[config.mk]
export PLATFORM = sky130hd
export DESIGN_NAME = karatsuba32_seq_ctrl
export DESIGN_NICKNAME = d
export VERILOG_FILES = /design/src/rtl/karatsuba32_seq_ctrl.sv
export SDC_FILE = /design/constraint.sdc
export NUM_CORES = 1
export LEC_CHECK = 0
export ABC_AREA = 1
export ABC_CLOCK_PERIOD_IN_PS = 11500
export BUFFER_PORTS_ARGS = -buffer_cell sky130_fd_sc_hd__clkbuf_2
export CORE_UTILIZATION = 53
export CTS_BUF_LIST = sky130_fd_sc_hd__clkbuf_16
export CTS_CLUSTER_SIZE = 16
export DETAILED_ROUTE_END_ITERATION = 6
export PLACE_DENSITY_LB_ADDON = 0.12
export REMOVE_ABC_BUFFERS = 1
export SLEW_MARGIN = 20
export SYNTH_ARGS = -nofsm -noshare
export SYNTH_HDL_FRONTEND = slang
export SYNTH_SLANG_ARGS = --single-unit
[constraint.sdc]
create_clock -name clk -period 11.5 [get_ports clk]
set_clock_uncertainty 0.1 [all_clocks]
set_input_delay 2.3 -clock clk [delete_from_list [all_inputs] [get_ports clk]]
set_output_delay 2.3 -clock clk [all_outputs]
set_load 0.02 [all_outputs]
[src/rtl/karatsuba32_seq_ctrl.sv]
// -----------------------------------------------------------------------------
// karatsuba32_seq_ctrl
//
// Sequential 32x32 -> 64 unsigned multiplier controller built on the Karatsuba
// decomposition. The three partial products are computed one per cycle on a
// single shared, purely combinational 18x18 multiplier that lives outside this
// block:
//   z0  = xl * yl
//   z2  = xh * yh
//   z1  = (xh + xl) * (yh + yl)      (17-bit sums, so up to 34-bit product)
//   p   = (z2 << 32) + ((z1 - z2 - z0) << 16) + z0
//
// Operation sequence: IDLE -> M0 -> M1 -> M2 -> COMB -> DONE -> IDLE.
// One result every 6 cycles when the consumer never stalls.
//
// Ports
//   clk        in   1    clock, all state on rising edge
//   rst        in   1    asynchronous, active-high reset
//   in_valid   in   1    operand pair x/y is valid
//   in_ready   out  1    controller can accept operands (IDLE only)
//   x, y       in   N    unsigned operands
//   mul_a      out  18   operand A to the shared multiplier
//   mul_b      out  18   operand B to the shared multiplier
//   mul_p      in   36   same-cycle product from the shared multiplier
//   out_valid  out  1    result p is valid (DONE)
//   out_ready  in   1    consumer accepts the result
//   p          out  2N   unsigned product x*y, held between operations
//   busy       out  1    controller is in any state other than IDLE
// -----------------------------------------------------------------------------
module karatsuba32_seq_ctrl #(
    parameter int N = 32,
    parameter int H = N / 2
) (
    input  logic             clk,
    input  logic             rst,
    input  logic             in_valid,
    output logic             in_ready,
    input  logic [N-1:0]     x,
    input  logic [N-1:0]     y,
    output logic [17:0]      mul_a,
    output logic [17:0]      mul_b,
    input  logic [35:0]      mul_p,
    output logic             out_valid,
    input  logic             out_ready,
    output logic [2*N-1:0]   p,
    output logic             busy
);

    typedef enum logic [2:0] {
        IDLE = 3'd0,
        M0   = 3'd1,
        M1   = 3'd2,
        M2   = 3'd3,
        COMB = 3'd4,
        DONE = 3'd5
    } state_t;

    state_t r_state;
    state_t w_next_state;

    // Registered operands and partial products.
    logic [N-1:0]   r_x;
    logic [N-1:0]   r_y;
    logic [N-1:0]   r_z0;
    logic [N-1:0]   r_z2;
    logic [N+1:0]   r_z1;
    logic [2*N-1:0] r_p;

    // Half-word sums fed to the multiplier in M2; one extra bit keeps the carry.
    logic [H:0]     w_sum_x;
    logic [H:0]     w_sum_y;
    logic [N+1:0]   w_mid;
    logic [2*N-1:0] w_prod;

    // The top two product bits can never be set (max 0x1FFFE * 0x1FFFE fits
    // in 34 bits); they are folded here so the input stays fully consumed.
    logic           w_unused_mul_p;

    assign w_sum_x = {1'b0, r_x[N-1:H]} + {1'b0, r_x[H-1:0]};
    assign w_sum_y = {1'b0, r_y[N-1:H]} + {1'b0, r_y[H-1:0]};

    // z1 >= z2 + z0 always holds, so the 34-bit difference never wraps.
    assign w_mid  = r_z1 - {2'b00, r_z2} - {2'b00, r_z0};
    assign w_prod = {r_z2, {N{1'b0}}}
                  + {{(N-H-2){1'b0}}, w_mid, {H{1'b0}}}
                  + {{N{1'b0}}, r_z0};

    assign w_unused_mul_p = ^mul_p[35:34];

    // ------------------------------------------------------------------------
    // State register
    // ------------------------------------------------------------------------
    // NOTE: sequential state uses non-blocking (<=) so every register samples
    // the pre-edge values of the others, independent of statement order.
    always_ff @(posedge clk or posedge rst) begin
        if (rst) begin
            r_state <= IDLE;
        end else begin
            r_state <= w_next_state;
        end
    end

    // ------------------------------------------------------------------------
    // Next-state and output decode
    // ------------------------------------------------------------------------
    // NOTE: every signal written here gets a default first; a path that left
    // one unassigned would infer a latch.
    always_comb begin
        w_next_state = r_state;
        in_ready     = 1'b0;
        out_valid    = 1'b0;
        busy         = 1'b1;
        mul_a        = 18'd0;
        mul_b        = 18'd0;

        unique case (r_state)
            IDLE: begin
                busy     = 1'b0;
                in_ready = 1'b1;
                if (in_valid) begin
                    w_next_state = M0;
                end
            end
            M0: begin
                mul_a        = {2'b00, r_x[H-1:0]};
                mul_b        = {2'b00, r_y[H-1:0]};
                w_next_state = M1;
            end
            M1: begin
                mul_a        = {2'b00, r_x[N-1:H]};
                mul_b        = {2'b00, r_y[N-1:H]};
                w_next_state = M2;
            end
            M2: begin
                mul_a        = {1'b0, w_sum_x};
                mul_b        = {1'b0, w_sum_y};
                w_next_state = COMB;
            end
            COMB: begin
                w_next_state = DONE;
            end
            DONE: begin
                out_valid = 1'b1;
                if (out_ready) begin
                    w_next_state = IDLE;
                end
            end
            default: begin
                w_next_state = IDLE;
            end
        endcase
    end

    // ------------------------------------------------------------------------
    // Datapath registers
    // ------------------------------------------------------------------------
    // NOTE: the datapath registers are cleared by reset so a result aborted
    // mid-operation can never leak into p or a later computation.
    always_ff @(posedge clk or posedge rst) begin
        if (rst) begin
            r_x  <= '0;
            r_y  <= '0;
            r_z0 <= '0;
            r_z1 <= '0;
            r_z2 <= '0;
            r_p  <= '0;
        end else begin
            unique case (r_state)
                IDLE: begin
                    if (in_valid) begin
                        r_x <= x;
                        r_y <= y;
                    end
                end
                M0:      r_z0 <= mul_p[N-1:0];
                M1:      r_z2 <= mul_p[N-1:0];
                M2:      r_z1 <= mul_p[N+1:0];
                COMB:    r_p  <= w_prod;
                default: ;
            endcase
        end
    end

    assign p = r_p;

endmodule

==> results.cfg <==
[cts]
holdBufCountCts = 0
cts-resized-gates = 0
cts.sinks = 229
path_clk_slew_ns = 0.06
cts_max_level = 1
cts_root_buf = clkbuf_16
cts_setup_buffers = 0
clockBufferDepth = 3
clock_latency_ns = 0.56
cts_tree = built
cts_buffers = 26

[timing]
setup-tns-final_ns = 0
maxSlewViolCount = 0
grt_setup_unrepaired = no
fin_crit_sh_pct = 51.4
relSlewSlack_pct = 35.6
finalCriticalPeriod_ns = 5.91
worst_slew_pin_slew_ns = 0.965
finalSetupViolations = 0
fmax_mhz = 169
hold_viol_final = 0

[routing]
firstDrtPassIters = 7
via_per_inst = 5.36
drc = 8
drt.antenna.violating_nets = 0
wl_per_cell_microns = 16.8
postRouteWirelength_mm = 49.9
drt_iter0_drc = 995
vias = 15900

[logic_synthesis]
synth_compound_area_share_pct = 10.1
ys.flop_type = dfrtp_1
ys_seq_elements = 229
synth_fa_ha_area_share_pct = 12.2
synth_top_family_by_area = simple AND/OR/NAND/NOR gates
synthDistinctLibCells = 44
syn_area_sq_mm = 0.0168
postSynthAreaPerCell_sq_um = 7.10
synth-simple-area-share_pct = 29.5
synthArstFlopShare_pct = 100
synth_mux_area_share_pct = 2.95
postSynthCellCount = 2362
synth_edf_count = 0
ys_seq_area_share_pct = 34.2
ys.warnings.count = 0
synthXorXnorAreaFrac_pct = 2.45

[worst_setup_path]
crit_fanout = 88
rr_endpoint = p[58]
path_delay_family = buffers and inverters
rr_startpoint = r_z2[0]
end_kind = output pin
crit_chain = nor3_4 -> buf_4 -> clkinv_1 -> o22ai_1 -> o21bai_1 -> clkbuf_2
critical_path_class = reg -> out
ff2ff_setup_slack_ns = 6.51
cp.buffers_inverters = 3
r2r_cells = 27
worst_setup_path_start_kind = flop
critPathArrivalTime_ns = 3.51
required_ns = 9.10
crit_path_max_incr_delay_ns = 0.74
slowest_stage = clkinv_1

[floorplan]
core-area_sq_mm = 0.0308
fp-row-count = 64
die-height_microns = 180
die_area_sq_mm = 0.0324
initial_core_util_pct = 54.4
die_w_microns = 180
ios = 207

[cells_and_area]
multi_input_comb_area_sq_mm = 0.00961
n_antenna_cell = 0
drive_above_1_share_pct = 12.1
num-nets-final = 2795
register_area_sq_mm = 0.00573
syn2layout_area_growth_pct = 12.7
fillers = 2917

[global_routing]
grt_max_degree = 100
grt_pass1_wl_mm = 79.6
grt_pass1_vias = 15500
grt.total_usage_pct = 31.0
antenna_found_initial = 0
overflow = 0

[min_path]
hold_path_depth = 2
hold_end = p[16]
worst_hold_path_type = reg -> reg
holdCritStartpoint = p[16]

[placement]
dp.final_hpwl_mm = 39.1
io_buffers = 202
place.gp.congestion = 0.977

[outcome]
status = finished, violations left
violations = DRC

[flow_run]
maxCapViolCount = 0
[placed cells by master (no fill, tap or decap), types with 26 or more instances in the layout]
master,instances
dfrtp_1,229
clkbuf_16,26
xnor2_1,26
ha_1,107
clkbuf_2,202
o21ai_0,124
a21oi_1,112
nand3_1,138
fa_1,35
nor2_1,183
nand2_1,818
mux2_2,44
inv_1,318
[cells in the mapped netlist, types with 2 or more instances]
cell	n	share of area (%)
nand2_1	819	18
inv_1	316	7.1
dfrtp_1	229	34
nor2_1	183	4.1
nand3_1	138	4.1
o21ai_0	124	3.7
a21oi_1	112	3.3
ha_1	107	8.0
mux2_2	44	3.0
fa_1	35	4.2
xnor2_1	26	1.4
buf_2	25	0.75
clkbuf_1	24	0.54
xor2_1	21	1.1
nand4_1	20	0.75
nor3_1	18	0.54
o21ai_1	16	0.48
nand3b_1	15	0.67
a21o_1	14	0.63
o21bai_1	13	0.58
or2_2	10	0.37
o221ai_1	6	0.31
inv_2	5	0.11
o211ai_1	5	0.22
a31oi_1	4	0.15
nor4_1	4	0.15
a22o_1	3	0.16
and2_1	3	0.11
o22ai_1	3	0.11
a22oi_1	2	0.089
buf_4	2	0.089
buf_6	2	0.13
nor3_2	2	0.12
o21a_1	2	0.089
[per-stage QoR]
stage | util (%) | setup WS [ns] | hold WS (ns) | instances | area (sq um)
6_report | 61.3 | 5.59 | 0.370 | 2964 | 18900
5_1_grt | 61.3 | 5.33 | 0.396 | 2964 | 18900
4_1_cts | 61.3 | 5.56 | 0.373 | 2964 | 18900
3_5_place_dp | 58.8 | 6.23 | 0.358 | 2917 | 18100
3_3_place_gp | 58.8 | 6.24 | 0.356 | 2917 | 18100
2_1_floorplan | - | 2.82 | 0.348 | 2310 | 16500
[sequential cells by signal, summed over array words and instances (netlist names)]
name,cells
r_z2,32
r_z1,34
r_z0,32
r_x,32
r_state,3
p,64
r_y,32
[per-layer routing]
layer / GRT usage, % / vias up / wire [microns]
met3: 3.38 / 83 / 2260
li1: - / 7877 / -
met2: 55.8 / 436 / 24900
met5: 0 / - / 0
met4: 11.0 / 0 / 1760
met1: 38.3 / 7479 / 21000
[worst max path at each step]
| stage | start | slack, ns | cells past startpoint | to |
|---|---|---|---|---|
| after floorplan | rst | 2.82 | 1 | p[0] |
| after global routing | r_state[2] | 5.33 | 6 | mul_b[14] |
| after detailed placement | r_state[2] | 6.23 | 6 | mul_b[14] |
| after global placement | r_state[2] | 6.24 | 7 | mul_b[13] |
| final | r_state[2] | 5.59 | 6 | mul_b[14] |
| after CTS | r_state[2] | 5.56 | 6 | mul_b[14] |
[cell type report]
type                       count  area share (%)
multi-input combinational   1759            50.8
timing repair buffer         211            5.70
inverter                     322            6.43
clock buffer                  26            3.44
clock inverter                21           0.675
sequential                   229            30.3
tap                          396            2.62
[worst register-to-register path, stage by stage, from the launching register on]
cell	delay, ns
dfrtp_1	0.43
inv_1	0.10
fa_1	0.54
inv_1	0.05
ha_1	0.17
nor2_1	0.17
inv_1	0.10
fa_1	0.41
nand3_1	0.10
nand2_1	0.11
nand3_1	0.09
nand2_1	0.10
nand2_1	0.08
nand3_1	0.17
nand3_1	0.16
nand2_1	0.06
nand2_1	0.06
nand2_1	0.07
ha_1	0.43
nand2_1	0.14
nor2_1	0.18
inv_1	0.08
o21ai_0	0.49
nand3_1	0.20
nand3_1	0.14
nand2_1	0.05
nand3_1	0.06
nand2_1	0.05
[logic make-up (layout without fill, tap and decap cells)]
kind of cell,Yosys count,after routing
muxes,44,44
and+or+nand+nor,1216,1216
DFF,229,229
xor gates and xnor gates,47,47
other,1,2
AOI/OAI and AO/OA,308,308
adders and majority gates,142,142
buffers and inverters,375,580
Power is left out: the tool's default activity adds up to more than one toggle a clock period on the data nets, which glitch-free logic cannot reach.
